[src/rtl/picorv32_rvfimon.sv]
// Passive RVFI retirement monitor for picorv32_axi: checks order, PC chain, x0, shadow
// register reads and memory masks, and latches the first failure as a sticky error code.
module picorv32_rvfimon #(
  parameter bit CHECK_REGS = 1'b1,
  parameter bit CHECK_MEM  = 1'b1
) (
  input  logic        clock,
  input  logic        reset,
  input  logic        rvfi_valid,
  input  logic [63:0] rvfi_order,
  input  logic [31:0] rvfi_insn,
  input  logic        rvfi_trap,
  input  logic        rvfi_halt,
  input  logic        rvfi_intr,
  input  logic [4:0]  rvfi_rs1_addr,
  input  logic [4:0]  rvfi_rs2_addr,
  input  logic [4:0]  rvfi_rd_addr,
  input  logic [31:0] rvfi_rs1_rdata,
  input  logic [31:0] rvfi_rs2_rdata,
  input  logic [31:0] rvfi_rd_wdata,
  input  logic [31:0] rvfi_pc_rdata,
  input  logic [31:0] rvfi_pc_wdata,
  input  logic [31:0] rvfi_mem_addr,
  input  logic [3:0]  rvfi_mem_rmask,
  input  logic [3:0]  rvfi_mem_wmask,
  input  logic [31:0] rvfi_mem_rdata,
  input  logic [31:0] rvfi_mem_wdata,
  output logic        error,
  output logic [2:0]  error_code,
  output logic [63:0] insn_count
);

  logic [63:0] expected_order;
  logic [31:0] prev_pc_wdata;
  logic        have_prev_pc;
  logic        halted;
  logic [31:0] shadow [32];
  logic [31:0] shadow_valid;
  logic [7:1]  fail;
  logic [2:0]  first_code;
  logic        rmask_nz;
  logic        wmask_nz;

  // Trap status, the instruction word and memory data are trace-only here.
  logic unused_inputs;
  assign unused_inputs = ^{rvfi_insn, rvfi_trap, rvfi_mem_rdata, rvfi_mem_wdata,
                           rvfi_mem_addr[31:2]};

  function automatic logic mask_legal(input logic [3:0] m);
    case (m)
      4'b0000, 4'b0001, 4'b0010, 4'b0100, 4'b1000,
      4'b0011, 4'b1100, 4'b1111: mask_legal = 1'b1;
      default:                   mask_legal = 1'b0;
    endcase
  endfunction

  assign rmask_nz = rvfi_mem_rmask != 4'd0;
  assign wmask_nz = rvfi_mem_wmask != 4'd0;

  // The shadow is read combinationally, so rd==rs1 compares against the pre-write value.
  always_comb begin
    fail    = '0;
    fail[1] = rvfi_order != expected_order;
    fail[2] = have_prev_pc && !rvfi_intr && (rvfi_pc_rdata != prev_pc_wdata);
    fail[3] = (rvfi_rd_addr == 5'd0) && (rvfi_rd_wdata != 32'd0);
    fail[4] = ((rvfi_rs1_addr == 5'd0) && (rvfi_rs1_rdata != 32'd0)) ||
              (CHECK_REGS && shadow_valid[rvfi_rs1_addr] &&
               (rvfi_rs1_rdata != shadow[rvfi_rs1_addr]));
    fail[5] = ((rvfi_rs2_addr == 5'd0) && (rvfi_rs2_rdata != 32'd0)) ||
              (CHECK_REGS && shadow_valid[rvfi_rs2_addr] &&
               (rvfi_rs2_rdata != shadow[rvfi_rs2_addr]));
    fail[6] = CHECK_MEM && (!mask_legal(rvfi_mem_rmask) || !mask_legal(rvfi_mem_wmask) ||
                            (rmask_nz && wmask_nz) ||
                            ((rmask_nz || wmask_nz) && (rvfi_mem_addr[1:0] != 2'b00)));
    fail[7] = halted;
  end

  always_comb begin
    first_code = 3'd0;
    for (int i = 7; i >= 1; i--) begin
      if (fail[i]) first_code = 3'(i);
    end
  end

  always_ff @(posedge clock or posedge reset) begin
    if (reset) begin
      error          <= 1'b0;
      error_code     <= 3'd0;
      insn_count     <= 64'd0;
      expected_order <= 64'd0;
      prev_pc_wdata  <= 32'd0;
      have_prev_pc   <= 1'b0;
      halted         <= 1'b0;
      shadow_valid   <= 32'd0;
    end else if (rvfi_valid) begin
      expected_order <= expected_order + 64'd1;
      insn_count     <= insn_count + 64'd1;
      prev_pc_wdata  <= rvfi_pc_wdata;
      have_prev_pc   <= 1'b1;
      if (rvfi_halt) halted <= 1'b1;
      if (!error && (first_code != 3'd0)) begin
        error      <= 1'b1;
        error_code <= first_code;
      end
      if (rvfi_rd_addr != 5'd0) shadow_valid[rvfi_rd_addr] <= 1'b1;
    end
  end

  // Data is only meaningful where shadow_valid is set, so it needs no reset.
  always_ff @(posedge clock) begin
    if (rvfi_valid && (rvfi_rd_addr != 5'd0)) shadow[rvfi_rd_addr] <= rvfi_rd_wdata;
  end

endmodule

[config.mk]
export PLATFORM = sky130hd
export DESIGN_NAME = picorv32_rvfimon
export DESIGN_NICKNAME = d
export VERILOG_FILES = /design/src/rtl/picorv32_rvfimon.sv
export SDC_FILE = /design/constraint.sdc
export NUM_CORES = 2
export LEC_CHECK = 0
export ABC_AREA = 1
export BUFFER_PORTS_ARGS = -buffer_cell sky130_fd_sc_hd__buf_4
export CORE_MARGIN = 2
export CORE_UTILIZATION = 40
export CTS_CLUSTER_SIZE = 14
export DETAILED_ROUTE_END_ITERATION = 8
export HOLD_SLACK_MARGIN = 0.02
export PLACE_DENSITY_LB_ADDON = 0.1
export SETUP_SLACK_MARGIN = 0.3
export SLEW_MARGIN = 20
export SYNTH_ARGS = -nofsm -noshare
export SYNTH_HDL_FRONTEND = slang
export SYNTH_SLANG_ARGS = --single-unit
[constraint.sdc]
create_clock -name clock -period 5.9 [get_ports clock]
set_clock_uncertainty 0.1 [all_clocks]
set_input_delay 0.295 -clock clock [delete_from_list [all_inputs] [get_ports clock]]
set_output_delay 0.295 -clock clock [all_outputs]
set_load 0.005 [all_outputs]
Word-level counts from Yosys, hierarchy flattened
Memories as Yosys holds them, arrays and structs flattened.
Index checks and enable logic that the tools add are counted.

storage, ports and cells
  input bits = 381
  memory bits (read-only) = 32
  register bits after elaboration = 198
  memories = 3
  output and inout bits = 68
  memory bits (writable) = 1,024
  logic and storage cells = 73

memories
  memory            depth  bits a word  read ports  clocked after Yosys merged registers in  wr ports  line  RTL
  shadow            32     32           2           0                                        1         37    logic [31:0] shadow [32];
  (name not given)  16     1            1           0                                        0         50    case (m)
  (name not given)  16     1            1           0                                        0         50

cells by class
  $lt $le $gt $ge = 4
  muxes and demuxes = 15
  bitwise gates (word level) = 1
  add/sub/neg operators = 2
  reductions and logical operators = 36
  eq/ne operators = 4

operators by type and width
  kind                                                        count
  adder 64 x 1 -> 64 bit, second input constant               2
  inequality test 32 bit                                      3
  nonzero test 32 bit                                         3
  inequality test 64 bit                                      1
  OR 32 bit                                                   1
  2-to-1 mux 3 bit                                            7
  less-than comparator 5 x 6 -> 1 bit, second input constant  3
  zero test 5 bit                                             3
  logical AND 1 bit                                           12
  binary-select mux 1 bit (select 5 bit)                      2
  nonzero test 4 bit                                          2
  logical OR 1 bit                                            6
  AND reduction 2 bit                                         3
  demux 1 bit (select 5 bit)                                  1
  >= comparator 5 x 1 -> 1 bit, second input constant         1
  2-to-1 mux 1 bit                                            5
  nonzero test 5 bit                                          1
  zero test 1 bit                                             4
  nonzero test 3 bit                                          1
  nonzero test 2 bit                                          1

Depth between registers and ports, before layout
An unclocked memory read counts as a cell.

  depth after elaboration = 14
  mapped depth = 29
  gate-level depth less buffers = 27

Least setup slack after synthesis
OpenSTA, ideal clock, no wires.

  kind = input -> register
  from = input port rvfi_valid
  to = memory shadow[14][0] (enable)
  slack = 3,008 ps
  stages = 5
  data required time = 5,379 ps
  arrival = 2,371 ps
  setup time = 421 ps
  cell sequence = buf_6 > clkbuf_1 > nand2_1 > clkbuf_1 > nor2_1

between the ends
  longest elaborated chain between the ends = 3

ends and longest elaborated chain
  item                                    line  RTL
  start: declaration                      9     input logic rvfi_valid,
  logical AND 1 bit                       111   if (rvfi_valid && (rvfi_rd_addr != 5'd0)) shadow[rvfi_rd_addr] <= rvfi_rd_wdata;
  2-to-1 mux 1 bit                        111
  2-to-1 mux 1 bit (not written as such)  111
  end: declaration                        37

Every way passes these cells.

Worst setup path after layout
  from = input port rvfi_rd_wdata[29]
  to = register error_code[2]

between the ends
  longest elaborated chain between the ends = 8

ends and longest elaborated chain
  item                                  line  RTL
  start: declaration                    20    input logic [31:0] rvfi_rd_wdata,
  nonzero test 32 bit *                 65    fail[3] = (rvfi_rd_addr == 5'd0) && (rvfi_rd_wdata != 32'd0);
  logical AND 1 bit *                   65
  2-to-1 mux 3 bit * (3 in a row)       81    if (fail[i]) first_code = 3'(i);
  nonzero test 3 bit                    101   if (!error && (first_code != 3'd0)) begin
  logical AND 1 bit                     101
  AND reduction 2 bit (no source line)  --
  end signal: assignment                103   error_code <= first_code;
  end: declaration                      29    output logic [2:0] error_code,

Mark *: on every way between the ends. The rest lies on a longest branch, timed or not.
A chain may end at the register's enable or synchronous reset.

==> run metrics <==
Placed Instances 9,704; crit path max-delay cell type sky130_fd_sc_hd__nor4_1; number of standard cells after synthesis 7,498; maximum vdd drop 0.317 mV; share of async-settable or async-resettable flops after synthesis 16.2%; Setup CP Type input pin to flop; PortBufs 321; number of remaining DRC errors 0; Max FO, Critical Path 33; I/O pins 449; drt first pass iters 7; Required @ worst endpoint 6500 ps; critical path capture point type flop; routed wirelength normalized by instance count 24.9 um; Bufs on Longest Clock Path 3; share of final-layout standard cells stronger than drive strength 1 10.2%; combined global-route utilization of all metal layers 29.8%; number of enable flip-flop cells after synthesis 1,024; detailed-route wire length 250 mm; number of flip-flops and latches in the synthesized netlist 1,222; Critical path buffers and inverters 2; CTS root buffer sky130_fd_sc_hd__clkbuf_16; leakage power total 30.9 nW; width of the die 406 um; Via-to-Cell Ratio 5.60; critical path, cell by cell dlygate4sd3_1 > buf_4 > nor4_1 > nand4_1 > o21ai_0 > nand2_1 > o21bai_1 > a21oi_2 > nand3_1 > nand2_1; count of cells resized by post-cts repair 0; half-perimeter wire length after placement 146 mm; first-pass GRT wire length 359 mm; Core Util, Final 46.4%; initial cell density of the core 40.3%; sequential element share of the synthesized area 55.3%; net total in the final layout 8,160; setup_tns 0 ps; final hold violations 0; cell area after placement 69,200 sq um; height of the die 406 um; longest individual stage delay on the worst path 1090 ps; count of endpoints failing setup in the final report 0; period utilisation layout 63.5%; remaining global-route overflow 0; post-layout instance count excluding filler cells 10,100; cell repeated most along the worst path sky130_fd_sc_hd__nand2_1; power density over the cells 277 nW/um^2; signed area change from the synthesized netlist to the final layout 15.1%; data arrival time of the critical path 4350 ps; synthesis warning total 0; most frequently used flop master after synthesis sky130_fd_sc_hd__edfxtp_1; number of antenna violations at the first check in global routing 12; Top delay family on crit path simple AND/OR/NAND/NOR gates; count of standard-cell rows 147; area of the placeable core 160,000 sq um; synthesized area 64,600 sq um; mean instance size in the synthesized netlist 8.61 sq um; vias in the first global route 53,400; Antenna Nets Post-Route 0; insertion delay of the later-clocked pin in the worst-skew pair 810 ps; worst slew slack as a fraction of its limit 12.6%; Critical Path Source Type input pin; die area 165,000 sq um; clock sink count 1,222; clock tree from TritonCTS done; Max Slew Vio Count 0; number of design-rule violations left by the first detailed-router iteration 6,492; Layout Cell Area excl Fill 74,400 sq um; H-tree depth 4; final estimated routing congestion in global placement 0.867; time the worst path needs with I/O delays and setup 3750 ps; DR vias 56,300; clock transition time at the flip-flop clock pins of the worst setup and hold paths 60 ps; Fmax achieved 0.267 GHz; status complete, no violations; Unique masters post-synth 52; clock buffers created by TritonCTS 145; setup repair after global routing missed its margin false; maximum number of pins on one net before global-route repair 174; max capacitance violation total 0; measured slew at the worst slew-check pin 1300 ps; worst min path class input pin to asynchronous set/reset pin
[state kept, by name, summed over array words and instances (netlist names)]
register / flops
error: 1
error_code: 3
expected_order: 64
halted: 1
have_prev_pc: 1
insn_count: 64
prev_pc_wdata: 32
shadow: 1024
shadow_valid: 32
[what timing repair did]
item / 4_1_cts / 5_1_grt
buffers inserted: 0 / 0
hold endpoints to repair: 1274 / 0
hold buffers: 84 / 0
setup endpoints to repair: 0 / 0
[layout by cell type (no fill, tap or decap), types with 6 or more instances in the layout]
| cell type | instances |
|---|---|
| sky130_fd_sc_hd__nor2_1 | 447 |
| sky130_fd_sc_hd__clkinv_2 | 27 |
| sky130_fd_sc_hd__clkbuf_1 | 36 |
| sky130_fd_sc_hd__xor2_1 | 112 |
| sky130_fd_sc_hd__clkbuf_16 | 147 |
| sky130_fd_sc_hd__inv_6 | 13 |
| sky130_fd_sc_hd__nor3_4 | 6 |
| sky130_fd_sc_hd__nand4_1 | 46 |
| sky130_fd_sc_hd__nor4_1 | 56 |
| sky130_fd_sc_hd__dlygate4sd3_1 | 84 |
| sky130_fd_sc_hd__clkbuf_8 | 6 |
| sky130_fd_sc_hd__nand3_1 | 1263 |
| sky130_fd_sc_hd__nor2_4 | 43 |
| sky130_fd_sc_hd__nand2_2 | 6 |
| sky130_fd_sc_hd__edfxtp_1 | 1024 |
| sky130_fd_sc_hd__inv_1 | 456 |
| sky130_fd_sc_hd__nand3b_1 | 20 |
| sky130_fd_sc_hd__dfrtp_1 | 198 |
| sky130_fd_sc_hd__clkinv_1 | 35 |
| sky130_fd_sc_hd__nand2_1 | 2552 |
| sky130_fd_sc_hd__xnor2_1 | 79 |
| sky130_fd_sc_hd__o211ai_1 | 132 |
| sky130_fd_sc_hd__nor3_1 | 54 |
| sky130_fd_sc_hd__inv_2 | 14 |
| sky130_fd_sc_hd__o21ai_0 | 257 |
| sky130_fd_sc_hd__buf_4 | 430 |
| sky130_fd_sc_hd__or2_2 | 43 |
| sky130_fd_sc_hd__conb_1 | 32 |
| sky130_fd_sc_hd__a21oi_1 | 134 |
| sky130_fd_sc_hd__diode_2 | 6 |
| sky130_fd_sc_hd__buf_12 | 28 |
| sky130_fd_sc_hd__o21ai_1 | 42 |
[cells by family (layout without fill, tap and decap cells)]
logic type	count (synthesis)	count (layout)	synth area share [%]
and+or+nand+nor	4562	4562	30.3
DFF	1222	1222	55.3
buffers and inverters	931	1293	6.56
AOI/OAI and AO/OA	587	587	5.17
xor gates and xnor gates	191	191	2.59
adders and majority gates	4	4	0.0775
other	1	38	0.00581
[worst register-to-register path, cell delays in order, from the launching register on]
cell,delay (ps)
sky130_fd_sc_hd__edfxtp_1,400
sky130_fd_sc_hd__a21oi_1,140
sky130_fd_sc_hd__o21ai_0,90
sky130_fd_sc_hd__nand3_1,110
sky130_fd_sc_hd__nand2_1,70
sky130_fd_sc_hd__nand2_1,50
sky130_fd_sc_hd__nand3_1,140
sky130_fd_sc_hd__nand2_1,100
sky130_fd_sc_hd__nand2_1,50
sky130_fd_sc_hd__nand2_1,100
sky130_fd_sc_hd__nand2_1,130
sky130_fd_sc_hd__nor2_1,350
sky130_fd_sc_hd__nand2_1,190
sky130_fd_sc_hd__nor2_1,340
sky130_fd_sc_hd__nand2_1,160
sky130_fd_sc_hd__nand2_1,170
sky130_fd_sc_hd__nand3_1,90
sky130_fd_sc_hd__nand2_1,90
sky130_fd_sc_hd__nand2_1,50
sky130_fd_sc_hd__nand2_1,90
sky130_fd_sc_hd__nand2_1,50
sky130_fd_sc_hd__nand2_1,150
sky130_fd_sc_hd__nand3b_1,80
[metrics by stage]
stage | setup WS, ps | power (mW) | hold WS [ps]
2_1_floorplan | 2940 | 11.3 | 294
3_3_place_gp | 1470 | 12.2 | 282
3_5_place_dp | 1500 | 12.3 | 291
4_1_cts | 2280 | 20.7 | 91.6
5_1_grt | 1980 | 21.3 | 171
6_report | 2150 | 20.6 | 93.0
[Yosys cell counts (all sizes together) (3+ instances only)]
| cell type | count | area, sq um |
|---|---|---|
| edfxtp | 1024 | 30700 |
| xor2 | 112 | 981 |
| or2 | 44 | 275 |
| clkbuf | 88 | 330 |
| nand2 | 2559 | 9630 |
| nand4 | 52 | 372 |
| inv | 477 | 1800 |
| buf | 363 | 2100 |
| nor4 | 60 | 403 |
| nand3b | 20 | 150 |
| o22ai | 3 | 18.8 |
| a21boi | 7 | 52.6 |
| o2111ai | 5 | 43.8 |
| o21ai | 299 | 1500 |
| o211ai | 132 | 991 |
| nor2 | 493 | 1950 |
| nand3 | 1266 | 6350 |
| ha | 4 | 50.1 |
| dfrtp | 198 | 4950 |
| nor3 | 64 | 408 |
| a21oi | 135 | 679 |
| clkinv | 3 | 11.3 |
| xnor2 | 79 | 692 |
[routing by layer]
| layer | vias up | track usage (%) | routed length (um) |
|---|---|---|---|
| li1 | 25700 | - | - |
| met2 | 2859 | 46.3 | 111000 |
| met4 | 6 | 11.9 | 10200 |
| met1 | 27100 | 41.3 | 107000 |
| met5 | - | 0 | 36 |
| met3 | 552 | 5.28 | 22800 |
[cell type report]
class / count / area, sq um
fillers: 15300 / 86000
flip-flops and latches: 1222 / 35700
multi-input cells: 5376 / 25000
repair buffers: 550 / 4770
clock buffers: 189 / 3900
well taps: 2160 / 2700
inverters: 480 / 1850
clock inverters: 74 / 425
diodes: 6 / 15.0
[power breakdown]
part | total [mW] | leakage, nW | switching, mW | internal, mW
Sequential | 9.70 | 11.6 | 0.138 | 9.56
Combinational | 2.47 | 17.2 | 1.69 | 0.779
Clock | 8.42 | 2.14 | 3.72 | 4.70
[path summary, 6_finish.rpt]
| path | startpoint | slack, ps | to | depth (start not counted) |
|---|---|---|---|---|
| worst max-delay path | rvfi_rd_wdata[29] | 2150 | error_code[2] | 10 |
| worst min-delay path | reset | 90 | insn_count[24] | 4 |
| worst max register to register | shadow[11][28] | 2450 | error | 22 |
| worst min register to register | shadow_valid[0] | 310 | shadow_valid[0] | 0 |
| max in group asynchronous | reset | 4720 | shadow_valid[1] | 4 |
| min in group clock | rvfi_order[18] | 110 | error_code[0] | 9 |
Power figures use the tool's default switching activity.
